File: src/rtl/bp_pkg.sv
// -----------------------------------------------------------------------------
// bp_pkg
// Shared types and helpers for the gshare branch-predictor front end.
//   BP_INDEX_WIDTH / BP_HIST_WIDTH / BP_DEPTH : default geometry
//   PC_IDX_LSB  : lowest PC bit used for indexing (instructions are 4-byte aligned)
//   ghr_t       : global history register at default geometry
//   bp_entry_t  : one in-flight prediction {PHT index, predicted direction}
//   gshare_hash : PC/history hash, 32 bits wide; callers truncate to their index width
// -----------------------------------------------------------------------------
package bp_pkg;

    localparam int BP_INDEX_WIDTH = 8;
    localparam int BP_HIST_WIDTH  = 8;
    localparam int BP_DEPTH       = 4;
    localparam int PC_IDX_LSB     = 2;

    typedef logic [BP_HIST_WIDTH-1:0] ghr_t;

    typedef struct packed {
        logic [BP_INDEX_WIDTH-1:0] index;
        logic                      pred;
    } bp_entry_t;

    // The history is passed already zero-extended to 32 bits, so it lands in the
    // index LSBs. The result is kept at full width so one function serves any
    // INDEX_WIDTH; the caller keeps only the low INDEX_WIDTH bits.
    function automatic logic [31:0] gshare_hash(input logic [31:0] pc,
                                                input logic [31:0] ghr);
        return (pc >> PC_IDX_LSB) ^ ghr;
    endfunction

endpackage

File: src/rtl/bp_inflight_fifo.sv
// -----------------------------------------------------------------------------
// bp_inflight_fifo
// DEPTH-entry synchronous FIFO holding in-flight branch predictions.
//   clk_i, rst_ni : clock, asynchronous active-low reset
//   push_i        : write push_data_i at the tail (ignored while full)
//   pop_i         : drop the head entry (ignored while empty)
//   clear_i       : empty the FIFO; wins over a same-cycle push and pop
//   push_data_i   : entry to write
//   head_o        : oldest entry (meaningful only when empty_o = 0)
//   full_o        : count == DEPTH
//   empty_o       : count == 0
// DEPTH must be a power of two so the pointers wrap naturally.
// -----------------------------------------------------------------------------
module bp_inflight_fifo
    import bp_pkg::*;
#(
    parameter int  DEPTH   = BP_DEPTH,
    parameter type entry_t = bp_entry_t
) (
    input  logic   clk_i,
    input  logic   rst_ni,
    input  logic   push_i,
    input  logic   pop_i,
    input  logic   clear_i,
    input  entry_t push_data_i,
    output entry_t head_o,
    output logic   full_o,
    output logic   empty_o
);

    localparam int PTR_W = $clog2(DEPTH);
    localparam int CNT_W = PTR_W + 1;

    logic [PTR_W-1:0] head_q;
    logic [PTR_W-1:0] tail_q;
    logic [CNT_W-1:0] count_q;
    entry_t           mem_q [DEPTH];

    logic push_ok;
    logic pop_ok;

    assign full_o  = (count_q == CNT_W'(DEPTH));
    assign empty_o = (count_q == '0);
    assign push_ok = push_i & ~full_o;
    assign pop_ok  = pop_i & ~empty_o;
    assign head_o  = mem_q[head_q];

    // NOTE: state registers use non-blocking assignments only, so every
    // always_ff reads the pre-edge value of every other register.
    always_ff @(posedge clk_i or negedge rst_ni) begin
        if (!rst_ni) begin
            head_q  <= '0;
            tail_q  <= '0;
            count_q <= '0;
        end else if (clear_i) begin
            head_q  <= '0;
            tail_q  <= '0;
            count_q <= '0;
        end else begin
            if (push_ok) begin
                tail_q <= tail_q + PTR_W'(1);
            end
            if (pop_ok) begin
                head_q <= head_q + PTR_W'(1);
            end
            case ({push_ok, pop_ok})
                2'b10:   count_q <= count_q + CNT_W'(1);
                2'b01:   count_q <= count_q - CNT_W'(1);
                default: count_q <= count_q;
            endcase
        end
    end

    // NOTE: the storage array has no reset; validity comes solely from the
    // pointers and count, so resetting the data would only cost flops.
    always_ff @(posedge clk_i) begin
        if (push_ok && !clear_i) begin
            mem_q[tail_q] <= push_data_i;
        end
    end

endmodule

File: src/rtl/gshare_index_gen.sv
// -----------------------------------------------------------------------------
// gshare_index_gen
// Front end of the gshare direction predictor, upstream of the 2-bit PHT.
//   clk_i, rst_ni     : clock, asynchronous active-low reset
//   fetch_pc_i        : PC in IF
//   fetch_br_i        : IF holds a conditional branch and advances this cycle
//   pht_pred_i        : PHT prediction for rd_index_o (same-cycle read)
//   rd_index_o        : PHT read index = PC[INDEX_WIDTH+1:2] ^ spec_ghr
//   pred_taken_o      : prediction handed to next-PC logic
//   stall_o           : in-flight FIFO full, IF must hold its branch
//   resolve_valid_i   : conditional branch resolved in EX
//   resolve_taken_i   : its actual direction
//   flush_i           : non-branch redirect, kills all in-flight predictions
//   update_en_o       : PHT update enable
//   update_index_o    : PHT update index (the recorded read index)
//   br_taken_o        : PHT training direction
//   dir_mispredict_o  : resolved direction differs from the recorded prediction
// Two histories are kept: spec_ghr is shifted at fetch with the predicted
// direction, arch_ghr at resolve with the actual one. Any redirect copies the
// (post-resolve) architectural history into the speculative one.
// -----------------------------------------------------------------------------
module gshare_index_gen
    import bp_pkg::*;
#(
    parameter int INDEX_WIDTH = BP_INDEX_WIDTH,
    parameter int HIST_WIDTH  = BP_HIST_WIDTH,
    parameter int DEPTH       = BP_DEPTH
) (
    input  logic                   clk_i,
    input  logic                   rst_ni,
    input  logic [31:0]            fetch_pc_i,
    input  logic                   fetch_br_i,
    input  logic                   pht_pred_i,
    output logic [INDEX_WIDTH-1:0] rd_index_o,
    output logic                   pred_taken_o,
    output logic                   stall_o,
    input  logic                   resolve_valid_i,
    input  logic                   resolve_taken_i,
    input  logic                   flush_i,
    output logic                   update_en_o,
    output logic [INDEX_WIDTH-1:0] update_index_o,
    output logic                   br_taken_o,
    output logic                   dir_mispredict_o
);

    typedef logic [HIST_WIDTH-1:0] hist_t;

    typedef struct packed {
        logic [INDEX_WIDTH-1:0] index;
        logic                   pred;
    } entry_t;

    hist_t  spec_ghr_q;
    hist_t  spec_ghr_d;
    hist_t  arch_ghr_q;
    hist_t  arch_ghr_d;

    entry_t head;
    entry_t push_entry;
    logic   fifo_full;
    logic   fifo_empty;

    logic   resolve_ok;
    logic   mispredict;
    logic   do_push;
    logic   do_clear;

    // ---------------------------------------------------------------- fetch side
    assign rd_index_o   = INDEX_WIDTH'(gshare_hash(fetch_pc_i, 32'(spec_ghr_q)));
    assign pred_taken_o = fetch_br_i & pht_pred_i;
    assign stall_o      = fifo_full;

    // A mispredict or flush in the same cycle means the fetched branch is on
    // the wrong path, so it is never recorded.
    assign do_push = fetch_br_i & ~fifo_full & ~mispredict & ~flush_i;

    assign push_entry.index = rd_index_o;
    assign push_entry.pred  = pht_pred_i;

    // -------------------------------------------------------------- resolve side
    // A resolve against an empty FIFO is a protocol error; it is ignored here
    // and flagged by the assertion below.
    assign resolve_ok       = resolve_valid_i & ~fifo_empty;
    assign mispredict       = resolve_ok & (resolve_taken_i ^ head.pred);
    assign update_en_o      = resolve_ok;
    assign update_index_o   = resolve_ok ? head.index : '0;
    assign br_taken_o       = resolve_ok & resolve_taken_i;
    assign dir_mispredict_o = mispredict;

    assign do_clear = mispredict | flush_i;

    // ----------------------------------------------------------------- histories
    // NOTE: every always_comb target gets a default first, so no path through
    // the block can leave it unassigned and infer a latch.
    always_comb begin
        arch_ghr_d = arch_ghr_q;
        spec_ghr_d = spec_ghr_q;

        if (resolve_ok) begin
            arch_ghr_d = {arch_ghr_q[HIST_WIDTH-2:0], resolve_taken_i};
        end

        // Repair uses the already-updated architectural history, so a resolve
        // coincident with a flush is folded in before the copy.
        if (do_clear) begin
            spec_ghr_d = arch_ghr_d;
        end else if (do_push) begin
            spec_ghr_d = {spec_ghr_q[HIST_WIDTH-2:0], pht_pred_i};
        end
    end

    always_ff @(posedge clk_i or negedge rst_ni) begin
        if (!rst_ni) begin
            spec_ghr_q <= '0;
            arch_ghr_q <= '0;
        end else begin
            spec_ghr_q <= spec_ghr_d;
            arch_ghr_q <= arch_ghr_d;
        end
    end

    // ------------------------------------------------------- in-flight records
    bp_inflight_fifo #(
        .DEPTH   (DEPTH),
        .entry_t (entry_t)
    ) u_fifo (
        .clk_i       (clk_i),
        .rst_ni      (rst_ni),
        .push_i      (do_push),
        .pop_i       (resolve_ok),
        .clear_i     (do_clear),
        .push_data_i (push_entry),
        .head_o      (head),
        .full_o      (fifo_full),
        .empty_o     (fifo_empty)
    );

`ifndef SYNTHESIS
    resolve_needs_entry: assert property (
        @(posedge clk_i) disable iff (!rst_ni)
        !(resolve_valid_i && fifo_empty)
    ) else $error("resolve_valid_i asserted with no prediction in flight");
`endif

endmodule

File: config.mk
export PLATFORM = sky130hd
export DESIGN_NAME = gshare_index_gen
export DESIGN_NICKNAME = d
export VERILOG_FILES = /design/src/rtl/bp_pkg.sv /design/src/rtl/bp_inflight_fifo.sv /design/src/rtl/gshare_index_gen.sv
export SDC_FILE = /design/constraint.sdc
export NUM_CORES = 1
export LEC_CHECK = 0
export BUFFER_PORTS_ARGS = -buffer_cell sky130_fd_sc_hd__buf_2
export CAP_MARGIN = 15
export CORE_MARGIN = 3
export CORE_UTILIZATION = 49
export DETAILED_ROUTE_END_ITERATION = 10
export GPL_TIMING_DRIVEN = 0
export MAX_ROUTING_LAYER = met4
export PLACE_DENSITY_LB_ADDON = 0.2
export SYNTH_ARGS = -nofsm -noshare
export SYNTH_HDL_FRONTEND = slang
export SYNTH_HIERARCHICAL = 1
export SYNTH_SLANG_ARGS = --single-unit
File: constraint.sdc
create_clock -name clk_i -period 3.05 [get_ports clk_i]
set_input_delay 0.4575 -clock clk_i [delete_from_list [all_inputs] [get_ports clk_i]]
set_output_delay 0.4575 -clock clk_i [all_outputs]
set_load 0.1 [all_outputs]
==> results.cfg <==
[place]
placed_area_mm2 = 0.00312
pre_cts_ws_ns = -0.311
hpwl_mm = 3.37
place_congestion = 0.812
io_buffers = 35

[synth]
synth_nets = 226
synthFlopType = edfxtp_1
synth_area_leader_cell = edfxtp_1
syn_area_mm2 = 0.00285
ys_top_cells_by_count = 36 x edfxtp_1, 23 x dfrtp_1, 16 x and2_1, 10 x xor2_1
yosys.area.top_type_share = 0.379
synthCells = 182
yosysSeqAreaShare = 0.581
synth_area_leaders = edfxtp_1 38%, dfrtp_1 20%, mux4_2 7.1%
syn_area_per_cell_um2 = 15.7
synth_cell_types = 43
async_flop_share = 0.390
yosysMostFrequentCell = edfxtp_1
synth.ff_latch_count = 59
yosys_warnings = 6
synth_edf_count = 36

[die]
initial_core_util = 0.512
rows = 27
pin_count = 60
dieWidth_um = 82.3
core_mm2 = 0.00557
die_h_um = 82.3
dieArea_mm2 = 0.00677

[sta]
hold_viol_final = 0
post-route-period-util = 0.950
drv_slew = 0
rsz0062_at_grt = false
fmax_mhz = 345
slew_headroom = 0.663
tightest_slew_ns = 0.505
fin_skew_ns = 0.00726
worst_slack_ns = 0.153
setup_viol = 0
layout_min_cycle_time_ns = 2.90

[grt]
grt_overflow = 0
grt_util_all_layers = 0.168
grt_pass1_vias = 1583
grt_pass1_wl_mm = 7.87
grt_max_degree = 24
antenna_found_initial = 0

[clock_tree]
cts_root_buf = clkbuf_8
cts_hold_buf = 0
clk_pin_slew_ns = 0.07
cts_sinks = 59
cts_tree = yes
cts_buffers = 9
cts_max_level = 3
clkLatencyLatePin_ns = 0.32
clk_path_buf_depth = 2

[worst_setup_path]
reg2reg_depth = 12
crit_slowest_cell = fa_1
path_cells = buf_4 > or2_1 > nor2_1 > nand2b_4 > inv_4 > clkbuf_2 > buf_6 > o31ai_2 > a21oi_1 > fa_1 > a31oi_1 > nor4_1
r2r_slack_ns = 0.15
cp-start-kind = flip-flop
crit_family = simple AND/OR/NAND/NOR gates
reg2reg_to = u_fifo/count_q[1]
required_ns = 3.25
cpPeakStageDelay_ns = 0.51
cp-end-kind = flip-flop
path_class = flip-flop to flip-flop
r2r_start = u_fifo/count_q[0]
path_max_fanout = 14
path_buf_inv = 4
crit_arrival_ns = 3.10

[power_and_ir_drop]
p_comb_frac = 0.177
p_int_mw = 1.37
p_per_area_mw_per_mm2 = 574
swShare = 0.291
p_switching_mw = 0.561
p_seq_frac = 0.482
ir_worst_vdd_v = 0.000550
clkPwrFrac = 0.340
p_leak_nw = 1.42

[finish]
diodes = 0
fin_nets = 275
area_delta_synth_final_pct = 17.7
layout-drive-gt1-share = 0.436
design_area_mm2 = 0.00336

[detailed_routing]
vias = 1576
wl_mm = 4.83
drcViolationCount = 0
ant_nets = 0
drtIter0Drc = 74
vias_per_cell = 5.12
dr.pass1.iters = 4
wl_per_cell_um = 15.7

[outcome]
outcome = completed

[worst_hold_path]
min_path_type = input pin to asynchronous set/reset pin

[run]
cap_violations = 0
flip-flops by register name, summed over array words and instances, names as in the netlist:
signal and flops:
u_fifo/head_q 2, u_fifo/count_q 3, u_fifo/tail_q 2, spec_ghr_q 8, u_fifo/mem_q 36, arch_ghr_q 8
metal layers:
layer	track usage	up-vias	routed length, um
met5	-	-	0
met4	0.0748	0	29
met3	0.0423	2	222
met2	0.256	29	2370
met1	0.214	772	2210
li1	-	773	-
logic make-up after synthesis:
logic type,Yosys count,synth area share
mux,33,0.176
fa+ha+maj,5,0.0246
compound gates,19,0.0513
xor+xnor,12,0.0368
flops,59,0.581
simple gates,37,0.0908
buf+inv,17,0.0395
cell usage in the layout, fill, tap and decap left out, types with 2 or more instances in the layout:
cell type	Yosys	routed
buf_6	4	4
mux2_2	7	7
mux2_4	8	8
and2_4	0	4
clkinv_1	0	2
or3_1	2	2
buf_2	2	37
xor2_1	10	10
inv_1	3	3
clkbuf_1	2	2
and2_1	16	11
edfxtp_1	36	36
dfrtp_1	23	23
o21ai_1	2	2
nor2_1	4	4
buf_4	3	5
or2b_1	2	2
ha_1	4	4
inv_4	2	2
mux2_1	9	9
nand2b_1	2	2
a21oi_1	7	7
nand3b_1	3	3
clkinv_2	0	2
mux4_2	9	9
clkbuf_8	0	9
per-stage QoR:
stage	std cells	hold slack [ns]	TNS [ns]	util	power (mW)
after global routing	308	0.121	0	0.602	2.01
after CTS	306	0.110	0	0.599	1.95
after global placement	289	0.459	-7.69	0.560	1.28
after floorplan	182	0.162	0	-	1.22
after detailed placement	289	0.465	-10.96	0.560	1.29
final	308	0.102	0	0.602	1.93
how the worst max path moves through the flow:
stage,start,cells after the start,slack [ns],to
after floorplan,u_fifo/count_q[1],10,0.08,u_fifo/count_q[1]
after detailed placement,u_fifo/head_q[0],10,-0.31,u_fifo/mem_q[3][8]
after global placement,u_fifo/head_q[0],10,-0.23,u_fifo/mem_q[0][7]
after global routing,u_fifo/count_q[0],12,0.003,u_fifo/count_q[1]
final,u_fifo/count_q[0],12,0.15,u_fifo/count_q[1]
after CTS,u_fifo/head_q[0],11,0.05,u_fifo/count_q[1]
power by group through the flow:
stage	Clock, mW	Sequential [mW]	Combinational [mW]
after global placement	0	0.946	0.338
after floorplan	0	0.939	0.282
after global routing	0.716	0.933	0.363
after detailed placement	0	0.946	0.343
final	0.656	0.930	0.342
after CTS	0.679	0.929	0.346
cell type report:
class | instances | area, um^2
Buffer | 11 | 93.8
Clock buffer | 10 | 128
Clock inverter | 6 | 56.3
Fill cell | 448 | 2220
Inverter | 6 | 27.5
Multi-Input combinational cell | 106 | 1110
Sequential cell | 59 | 1660
Tap cell | 72 | 90.1
Timing Repair Buffer | 38 | 198
timing repair:
item,4_1_cts,5_1_grt
pin swaps,1,1
resized for setup,11,1
setup endpoints to repair,37,10
setup buffers,1,2
No activity file was read; power rests on OpenSTA's default activity.
